--- src/rtl/vga_timing_gen_if.sv ---
// VGA timing bundle: pixel enable, coordinates, sync/blank and frame status
// driven by the timing generator and consumed by the renderer and video DAC.
`timescale 1ns/1ps

interface vga_timing_gen_if #(
  parameter int unsigned COORD_W = 10,
  parameter int unsigned FRAME_W = 16
);

  logic               pix_tick;
  logic               vga_clk;
  logic [COORD_W-1:0] pixelx;
  logic [COORD_W-1:0] pixely;
  logic               active;
  logic               line_start;
  logic               frame_start;
  logic               hsync;
  logic               vsync;
  logic               blank;
  logic               sync;
  logic [FRAME_W-1:0] frame_count;

  // Timing generator side
  modport master (
    output pix_tick, vga_clk, pixelx, pixely, active, line_start, frame_start,
           hsync, vsync, blank, sync, frame_count
  );

  // Renderer / DAC side
  modport slave (
    input pix_tick, vga_clk, pixelx, pixely, active, line_start, frame_start,
          hsync, vsync, blank, sync, frame_count
  );

endinterface

--- src/rtl/vga_timing_gen.sv ---
// Parametrised VGA timing generator: clock divider, pixel/line counters,
// sync/blank generation and a pixel-tick delay line that matches the
// renderer's colour latency.
`timescale 1ns/1ps

module vga_timing_gen #(
  parameter int unsigned H_ACTIVE = 640,
  parameter int unsigned H_FP     = 16,
  parameter int unsigned H_SYNC   = 96,
  parameter int unsigned H_BP     = 48,
  parameter int unsigned V_ACTIVE = 480,
  parameter int unsigned V_FP     = 10,
  parameter int unsigned V_SYNC   = 2,
  parameter int unsigned V_BP     = 33,
  parameter bit          HS_POL   = 1'b0,
  parameter bit          VS_POL   = 1'b0,
  parameter int unsigned CLK_DIV  = 2,
  parameter int unsigned PIPE     = 1,
  parameter int unsigned COORD_W  = 10,
  parameter int unsigned FRAME_W  = 16
) (
  input  logic              clk,
  input  logic              rst,
  vga_timing_gen_if.master  vga
);

  localparam int unsigned H_TOTAL  = H_ACTIVE + H_FP + H_SYNC + H_BP;
  localparam int unsigned V_TOTAL  = V_ACTIVE + V_FP + V_SYNC + V_BP;
  localparam int unsigned HS_START = H_ACTIVE + H_FP;
  localparam int unsigned HS_END   = HS_START + H_SYNC;
  localparam int unsigned VS_START = V_ACTIVE + V_FP;
  localparam int unsigned VS_END   = VS_START + V_SYNC;
  localparam int unsigned DIV_W    = (CLK_DIV > 2) ? $clog2(CLK_DIV) : 1;

  localparam logic [DIV_W-1:0]   DIV_LAST = DIV_W'(CLK_DIV - 1);
  localparam logic [DIV_W-1:0]   DIV_HALF = DIV_W'(CLK_DIV / 2);
  localparam logic [COORD_W-1:0] X_LAST   = COORD_W'(H_TOTAL - 1);
  localparam logic [COORD_W-1:0] Y_LAST   = COORD_W'(V_TOTAL - 1);

  // Configuration sanity terms, evaluated at elaboration
  localparam bit CFG_DIV_OK   = (CLK_DIV >= 2) && ((CLK_DIV % 2) == 0);
  localparam bit CFG_PIPE_OK  = (PIPE <= 4);
  localparam bit CFG_H_FIT_OK = (64'(H_TOTAL) <= (64'(1) << COORD_W));
  localparam bit CFG_V_FIT_OK = (64'(V_TOTAL) <= (64'(1) << COORD_W));
  localparam bit CFG_DIM_OK   = (H_ACTIVE > 0) && (V_ACTIVE > 0);

  // Position (0,0) is visible whenever both active regions are non-empty
  localparam bit ORIGIN_ACTIVE = (H_ACTIVE > 0) && (V_ACTIVE > 0);

  // Divider state
  logic [DIV_W-1:0]   div_cnt;
  logic               pix_tick_q;
  logic               vga_clk_q;

  // Raster state
  logic [COORD_W-1:0] pixelx_q;
  logic [COORD_W-1:0] pixely_q;
  logic               active_q;
  logic               line_start_q;
  logic               frame_start_q;
  logic [FRAME_W-1:0] frame_count_q;

  // Delay line, stage 0 holds the value for the pixel now on the counters
  logic [PIPE:0]      hs_dly;
  logic [PIPE:0]      vs_dly;
  logic [PIPE:0]      bl_dly;

  // Next-state terms
  logic               tick_c;
  logic [DIV_W-1:0]   div_nxt_c;
  logic               x_wrap_c;
  logic               y_wrap_c;
  logic [COORD_W-1:0] x_nxt_c;
  logic [COORD_W-1:0] y_nxt_c;
  logic               hs_raw_c;
  logic               vs_raw_c;
  logic               act_raw_c;

  // Half-open window test done at 32 bits so window ends equal to the
  // total never alias inside a narrow coordinate width
  function automatic logic in_window(input logic [COORD_W-1:0] v,
                                     input int unsigned lo,
                                     input int unsigned hi);
    return (32'(v) >= lo) && (32'(v) < hi);
  endfunction

  // Divider, counter and raw sync/blank next-state evaluation
  always_comb begin
    tick_c    = (div_cnt == DIV_LAST);
    div_nxt_c = tick_c ? '0 : div_cnt + DIV_W'(1);

    x_wrap_c  = (pixelx_q == X_LAST);
    y_wrap_c  = (pixely_q == Y_LAST);
    x_nxt_c   = x_wrap_c ? '0 : pixelx_q + COORD_W'(1);
    y_nxt_c   = pixely_q;
    if (x_wrap_c) begin
      y_nxt_c = y_wrap_c ? '0 : pixely_q + COORD_W'(1);
    end

    // Raw values belong to the pixel the counters are about to show
    hs_raw_c  = in_window(x_nxt_c, HS_START, HS_END) ? HS_POL : ~HS_POL;
    vs_raw_c  = in_window(y_nxt_c, VS_START, VS_END) ? VS_POL : ~VS_POL;
    act_raw_c = in_window(x_nxt_c, 0, H_ACTIVE) && in_window(y_nxt_c, 0, V_ACTIVE);
  end

  // Clock divider: pixel enable and 50% duty DAC clock
  always_ff @(posedge clk) begin
    if (rst) begin
      div_cnt    <= '0;
      pix_tick_q <= 1'b0;
      vga_clk_q  <= 1'b0;
    end else begin
      div_cnt    <= div_nxt_c;
      pix_tick_q <= tick_c;
      vga_clk_q  <= (div_nxt_c >= DIV_HALF);
    end
  end

  // Raster counters, wrap pulses and frame counter
  always_ff @(posedge clk) begin
    if (rst) begin
      pixelx_q      <= '0;
      pixely_q      <= '0;
      active_q      <= ORIGIN_ACTIVE;
      line_start_q  <= 1'b0;
      frame_start_q <= 1'b0;
      frame_count_q <= '0;
    end else begin
      line_start_q  <= tick_c && x_wrap_c;
      frame_start_q <= tick_c && x_wrap_c && y_wrap_c;
      if (tick_c) begin
        pixelx_q <= x_nxt_c;
        pixely_q <= y_nxt_c;
        active_q <= act_raw_c;
        if (x_wrap_c && y_wrap_c) begin
          frame_count_q <= frame_count_q + FRAME_W'(1);
        end
      end
    end
  end

  // Sync/blank delay line, advanced once per pixel so latency is in ticks
  generate
    if (PIPE == 0) begin : g_no_dly
      // Zero added latency: one register aligned with the counters
      always_ff @(posedge clk) begin
        if (rst) begin
          hs_dly <= ~HS_POL;
          vs_dly <= ~VS_POL;
          bl_dly <= 1'b0;
        end else if (tick_c) begin
          hs_dly <= hs_raw_c;
          vs_dly <= vs_raw_c;
          bl_dly <= act_raw_c;
        end
      end
    end else begin : g_dly
      // Shift register; reset fills every stage with idle values
      always_ff @(posedge clk) begin
        if (rst) begin
          hs_dly <= {(PIPE+1){~HS_POL}};
          vs_dly <= {(PIPE+1){~VS_POL}};
          bl_dly <= '0;
        end else if (tick_c) begin
          hs_dly <= {hs_dly[PIPE-1:0], hs_raw_c};
          vs_dly <= {vs_dly[PIPE-1:0], vs_raw_c};
          bl_dly <= {bl_dly[PIPE-1:0], act_raw_c};
        end
      end
    end
  endgenerate

  // Configuration and counter range checks for simulation
  always_ff @(posedge clk) begin : p_checks
    if (!rst) begin
      assert (CFG_DIV_OK)
        else $error("vga_timing_gen: CLK_DIV must be even and >= 2");
      assert (CFG_PIPE_OK)
        else $error("vga_timing_gen: PIPE must be in 0..4");
      assert (CFG_H_FIT_OK && CFG_V_FIT_OK)
        else $error("vga_timing_gen: COORD_W too narrow for H_TOTAL/V_TOTAL");
      assert (CFG_DIM_OK)
        else $error("vga_timing_gen: active region must be non-empty");
      assert (32'(pixelx_q) < H_TOTAL)
        else $error("vga_timing_gen: pixelx overflow");
      assert (32'(pixely_q) < V_TOTAL)
        else $error("vga_timing_gen: pixely overflow");
      assert (!frame_start_q || line_start_q)
        else $error("vga_timing_gen: frame_start without line_start");
    end
  end

  // Output mapping; every signal except the constant sync is a flop
  assign vga.pix_tick    = pix_tick_q;
  assign vga.vga_clk     = vga_clk_q;
  assign vga.pixelx      = pixelx_q;
  assign vga.pixely      = pixely_q;
  assign vga.active      = active_q;
  assign vga.line_start  = line_start_q;
  assign vga.frame_start = frame_start_q;
  assign vga.frame_count = frame_count_q;
  assign vga.hsync       = hs_dly[PIPE];
  assign vga.vsync       = vs_dly[PIPE];
  assign vga.blank       = bl_dly[PIPE];
  assign vga.sync        = 1'b1;

endmodule
--- src/flat_wrapper.sv ---
// flat-port wrapper written by rule: the top's interface ports become plain ports
module vga_timing_gen_flat 
#(
  parameter int unsigned H_ACTIVE = 640,
  parameter int unsigned H_FP     = 16,
  parameter int unsigned H_SYNC   = 96,
  parameter int unsigned H_BP     = 48,
  parameter int unsigned V_ACTIVE = 480,
  parameter int unsigned V_FP     = 10,
  parameter int unsigned V_SYNC   = 2,
  parameter int unsigned V_BP     = 33,
  parameter bit          HS_POL   = 1'b0,
  parameter bit          VS_POL   = 1'b0,
  parameter int unsigned CLK_DIV  = 2,
  parameter int unsigned PIPE     = 1,
  parameter int unsigned COORD_W  = 10,
  parameter int unsigned FRAME_W  = 16
)
  (clk, rst, vga_pix_tick, vga_vga_clk, vga_pixelx, vga_pixely, vga_active, vga_line_start, vga_frame_start, vga_hsync, vga_vsync, vga_blank, vga_sync, vga_frame_count);
  vga_timing_gen_if #(.COORD_W(COORD_W), .FRAME_W(FRAME_W)) vga_i ();
  input  logic clk;
  input  logic rst;
  output wire logic [$bits(vga_i.pix_tick)-1:0] vga_pix_tick;
  output wire logic [$bits(vga_i.vga_clk)-1:0] vga_vga_clk;
  output wire logic [$bits(vga_i.pixelx)-1:0] vga_pixelx;
  output wire logic [$bits(vga_i.pixely)-1:0] vga_pixely;
  output wire logic [$bits(vga_i.active)-1:0] vga_active;
  output wire logic [$bits(vga_i.line_start)-1:0] vga_line_start;
  output wire logic [$bits(vga_i.frame_start)-1:0] vga_frame_start;
  output wire logic [$bits(vga_i.hsync)-1:0] vga_hsync;
  output wire logic [$bits(vga_i.vsync)-1:0] vga_vsync;
  output wire logic [$bits(vga_i.blank)-1:0] vga_blank;
  output wire logic [$bits(vga_i.sync)-1:0] vga_sync;
  output wire logic [$bits(vga_i.frame_count)-1:0] vga_frame_count;
  assign vga_pix_tick = vga_i.pix_tick;
  assign vga_vga_clk = vga_i.vga_clk;
  assign vga_pixelx = vga_i.pixelx;
  assign vga_pixely = vga_i.pixely;
  assign vga_active = vga_i.active;
  assign vga_line_start = vga_i.line_start;
  assign vga_frame_start = vga_i.frame_start;
  assign vga_hsync = vga_i.hsync;
  assign vga_vsync = vga_i.vsync;
  assign vga_blank = vga_i.blank;
  assign vga_sync = vga_i.sync;
  assign vga_frame_count = vga_i.frame_count;
  vga_timing_gen #(.H_ACTIVE(H_ACTIVE), .H_FP(H_FP), .H_SYNC(H_SYNC), .H_BP(H_BP), .V_ACTIVE(V_ACTIVE), .V_FP(V_FP), .V_SYNC(V_SYNC), .V_BP(V_BP), .HS_POL(HS_POL), .VS_POL(VS_POL), .CLK_DIV(CLK_DIV), .PIPE(PIPE), .COORD_W(COORD_W), .FRAME_W(FRAME_W)) u_core (.clk(clk), .rst(rst), .vga(vga_i));
endmodule
--- config.mk ---
export PLATFORM = sky130hd
export DESIGN_NAME = vga_timing_gen_flat
export DESIGN_NICKNAME = d
export VERILOG_FILES = /design/src/rtl/vga_timing_gen_if.sv /design/src/rtl/vga_timing_gen.sv /design/src/flat_wrapper.sv
export SDC_FILE = /design/constraint.sdc
export NUM_CORES = 1
export LEC_CHECK = 0
export CORE_ASPECT_RATIO = 1.2
export CORE_MARGIN = 2
export CORE_UTILIZATION = 43
export DETAILED_ROUTE_END_ITERATION = 7
export GPL_ROUTABILITY_DRIVEN = 0
export PLACE_DENSITY = 0.68
export SLEW_MARGIN = 20
export SYNTH_ARGS = -nofsm -noshare
export SYNTH_HDL_FRONTEND = slang
export SYNTH_SLANG_ARGS = --single-unit
--- constraint.sdc ---
create_clock -name clk -period 3.52 [get_ports clk]
set_input_delay 0.704 -clock clk [delete_from_list [all_inputs] [get_ports clk]]
set_output_delay 0.704 -clock clk [all_outputs]
set_load 0.01 [all_outputs]
Word-level counts from Yosys, hierarchy flattened. Cells that the tools add are included.

Add/sub/neg operators: 4. $lt $le $gt $ge: 7. Equality and inequality tests: 2. Mux-type cells: 6. Reductions and logical operators: 7.

Operator list (number): 10-bit 2-to-1 mux (3); 10-bit by 1-bit adder with 10-bit output (second input constant) (2); 10-bit equality test (second input constant) (2); 10-bit < comparator (second input constant) (2); 10-bit by 9-bit < comparator with 1-bit output (second input constant) (2); 16-bit by 1-bit adder with 16-bit output (second input constant) (1); 10-bit >= comparator (second input constant) (1); 10-bit by 9-bit >= comparator with 1-bit output (second input constant) (1); 1-bit logical AND (6); 1-bit 2-to-1 mux (3); 2-bit AND reduction (1); 1-bit adder (second input constant) (1); 1-bit >= comparator (second input constant) (1).

Register bits after elaboration: 48. Input port bits: 2. Output and inout port bits: 45.

Logic depth before layout (Yosys ltp).
Depth in word-level cells: 6. Depth in mapped cells: 9.

Least setup slack after synthesis. No wires, ideal clock.

Path type: reg-to-reg. Start: register u_core.pixelx_q[8], in the netlist u_core.vga.pixelx[8]. End: register u_core.frame_count_q[10], in the netlist u_core.vga.frame_count[10]. Library setup time: 0.071 ns. Arrival time: 2.705 ns. Required time: 3.449 ns. Slack: 0.744 ns. Stages on the path, launching flop included: 10. Period minus slack after synthesis: 2.776 ns. Cells stage by stage: dfxtp_1 buf_2 or4b_4 buf_6 or3_4 buf_6 or4_1 buf_2 or3_1 a21oi_1.

Word-level cells in the longest chain between the ends: 3.

Ends and longest elaborated chain: from (decl) (RTL line vga_timing_gen.sv:56) `logic [COORD_W-1:0] pixelx_q;`; from (signal assigned) (RTL line vga_timing_gen.sv:132) `pixelx_q <= x_nxt_c;`; 10-bit equality test (RTL line vga_timing_gen.sv:92) `x_wrap_c = (pixelx_q == X_LAST);`; 1-bit logical AND (RTL line vga_timing_gen.sv:135) `if (x_wrap_c && y_wrap_c) begin`; 2-bit AND reduction (no line); to (signal assigned) (RTL line vga_timing_gen.sv:136) `frame_count_q <= frame_count_q + FRAME_W'(1);`; to (decl) (RTL line vga_timing_gen.sv:61) `logic [FRAME_W-1:0] frame_count_q;`.

No other way between the ends. A chain may end at the register's enable or synchronous reset.

Worst setup path in the final report.
Start: register u_core.pixelx_q[8], in the netlist u_core.vga.pixelx[8]. End: register u_core.frame_count_q[12], in the netlist u_core.vga.frame_count[12].

The elaborated chain is that of the path after synthesis.

==> impl_metrics.ini <==
[outcome]
status = complete, no violations

[layout]
final_common_cell = dfxtp_1
fin_util_pct = 55.2
antennaDiodeCount = 0
syn_to_final_growth_pct = 22.1
fin_nets = 340
final_cell_mix = 47 x dfxtp_1, 45 x clkdlybuf4s50_1, 28 x nor2_1, 23 x o21ai_0, 20 x a21oi_1
drive_gt1_share_pct = 5.11

[detailed_routing]
ant_nets = 0
drt_iter0_drc = 192
dr.pass1.iters = 4
vias_per_cell = 5.91
drcViolationCount = 0
drt_wl_total_um = 5680
wl_per_cell_um = 14.4
num_vias = 2334

[logic_synthesis]
synthAdderAreaFrac_pct = 2.58
synthMuxAreaShare_pct = 2.53
async_flop_share_pct = 0
synth-warning-count = 0
yosys.area.top_type_share_pct = 38.8
synth_edf_count = 0
synth_xor_area_share_pct = 3.97
synthSimpleGateAreaFrac_pct = 25.9
synth_compound_area_share_pct = 19.8
synth_top_family_by_area = simple AND/OR/NAND/NOR gates
avgSynthCellArea_um2 = 8.17
synth_cells = 297
ys.flop_type = dfxtp_1
synth_top_area_cell = dfxtp_1
yosys-top-cells-area = dfxtp_1 39%, o21ai_0 4.7%, nor2_1 4.3%
syn_nets = 304
synth_seq_area_share_pct = 38.8
synth_cell_type_count = 51
ys_seq_elements = 47
syn-cell-area_um2 = 2430

[sta]
finalCritPeriodShare_pct = 78.3
fmax_mhz = 363
relSlewSlack_pct = 42.9
finalClockSkew_ns = 0.00752
setup_viol = 0
hold_violations = 0
period_needed_ns = 2.76
setup_tns_ns = 0
rsz0062_at_grt = false
drv_slew = 0
worst_pin_slew_ns = 0.856

[power]
leakage_uw = 0.000965
power_density_nw_per_um2 = 311
ir_worst_vdd_uv = 185

[critical_path]
critPathLaunchType = flip-flop
path_buf_inv = 0
worstSetupEndpointType = flip-flop
cp_cell_sequence = or4b_4, or3_4, or4_1, or3_1, a21oi_1
required_ns = 3.76
cp.arrival_ns = 3.00
critPathSlowestCell = or4_1
crit_family = simple AND/OR/NAND/NOR gates
slowest_delay_ns = 0.63
worstSetupPathType = reg2reg
cp_max_fo = 11

[global_routing]
grt_antenna_before_repair = 0
grt_max_degree = 33
grt-ovfl-total = 0
track_usage_pct = 19.8
grt_pass1_vias = 2137
grt_pass1_wl_um = 10000

[die]
design.core.area_um2 = 5370
initial_core_util_pct = 45.2
num_io_pins = 47
rows = 29
chipHeight_um = 86.3
die_x_um = 72.6
design.die.area_um2 = 6260

[clock_tree]
holdBufCountCts = 0
h-tree-depth = 2
root_buffer = clkbuf_8
cts_tree = yes
cts_made_buffers = 5
post_cts_resized = 0
ctsLongestPathBuffers = 2
postCtsSetupBuffers = 0
cts.sinks = 47
insertion_delay_ns = 0.30
clkTransAtPathRegs_ns = 0.09

[hold_path]
hp-class = reg2reg

[job]
max_cap_violations = 0

[placed_design]
port_buffers = 45
place_hpwl_um = 4100
[path summary, 6_finish.rpt]
path | start | to | slack, ns | cells after the start
max | u_core.vga.pixelx[8] | u_core.vga.frame_count[12] | 0.76 | 5
min | u_core.hs_dly[0] | u_core.hs_dly[1] | 0.47 | 1
max reg2reg | u_core.vga.pixelx[8] | u_core.vga.frame_count[12] | 0.76 | 5
min reg2reg | u_core.hs_dly[0] | u_core.hs_dly[1] | 0.47 | 1
[per-stage QoR]
step           setup slack [ns]  total power [uW]  instances  cell area (um2)  hold WS, ns
2_1_floorplan             0.744               593        297             2430        0.420
3_3_place_gp              0.836               618        388             2880        0.454
3_5_place_dp              0.759               619        388             2880        0.456
4_1_cts                   0.758               936        395             2960        0.477
5_1_grt                   0.567               964        395             2960        0.500
6_report                  0.762               922        395             2960        0.471
[logic make-up (layout without fill, tap and decap cells)]
kind of cell	Yosys count	in the layout
simple gates	118	118
fa+ha+maj	5	5
mux	6	6
xor+xnor	11	11
other cells	1	1
buf+inv	33	69
flops	47	47
compound gates	76	76
[layer usage]
| metal | vias to the layer above | track usage (%) | routed length (um) |
|---|---|---|---|
| li1 | 1155 | - | - |
| met1 | 1105 | 25.2 | 2520 |
| met2 | 64 | 32.9 | 2740 |
| met3 | 10 | 4.30 | 315 |
| met4 | 0 | 7.24 | 112 |
| met5 | - | 0 | 0 |
[cell usage after synthesis, types with 2 or more instances]
library cell	count
dfxtp_1	47
nor2_1	28
o21ai_0	23
a21oi_1	20
nand2_1	17
nand3_1	16
clkbuf_1	13
inv_1	13
nand4_1	13
or3_1	12
xor2_1	9
nor3_1	8
ha_1	5
mux2i_1	5
a211oi_1	4
nor4_1	4
o31ai_1	4
or4_1	4
a31oi_1	3
and3_1	3
and4_1	3
buf_6	3
o41ai_1	3
a211o_1	2
a21o_1	2
a22o_1	2
and2_1	2
buf_2	2
nand4b_1	2
nor2b_1	2
o22ai_1	2
xnor2_1	2
[registers in the layout, indices dropped and copies added, names as in the netlist]
register / count
u_core.bl_dly: 2
u_core.hs_dly: 2
u_core.vga.active: 1
u_core.vga.frame_count: 16
u_core.vga.frame_start: 1
u_core.vga.line_start: 1
u_core.vga.pix_tick: 1
u_core.vga.pixelx: 10
u_core.vga.pixely: 10
u_core.vga.vga_clk: 1
u_core.vs_dly: 2
[where the power goes]
group	switching [uW]	internal, uW	total, uW	leakage (uW)
combinational	29.0	25.2	54.2	0.000541
sequential	12.7	539	552	0.000381
clock	180	136	316	0.0000440
[layout make-up]
| type | count | area [um2] |
|---|---|---|
| Fill cell | 511 | 2410 |
| Multi-Input combinational cell | 217 | 1330 |
| Sequential cell | 47 | 941 |
| Timing Repair Buffer | 49 | 480 |
| Tap cell | 62 | 77.6 |
| Clock buffer | 5 | 68.8 |
| Inverter | 13 | 48.8 |
| Clock inverter | 2 | 13.8 |
Note: power is estimated with default switching activity, not from simulation.
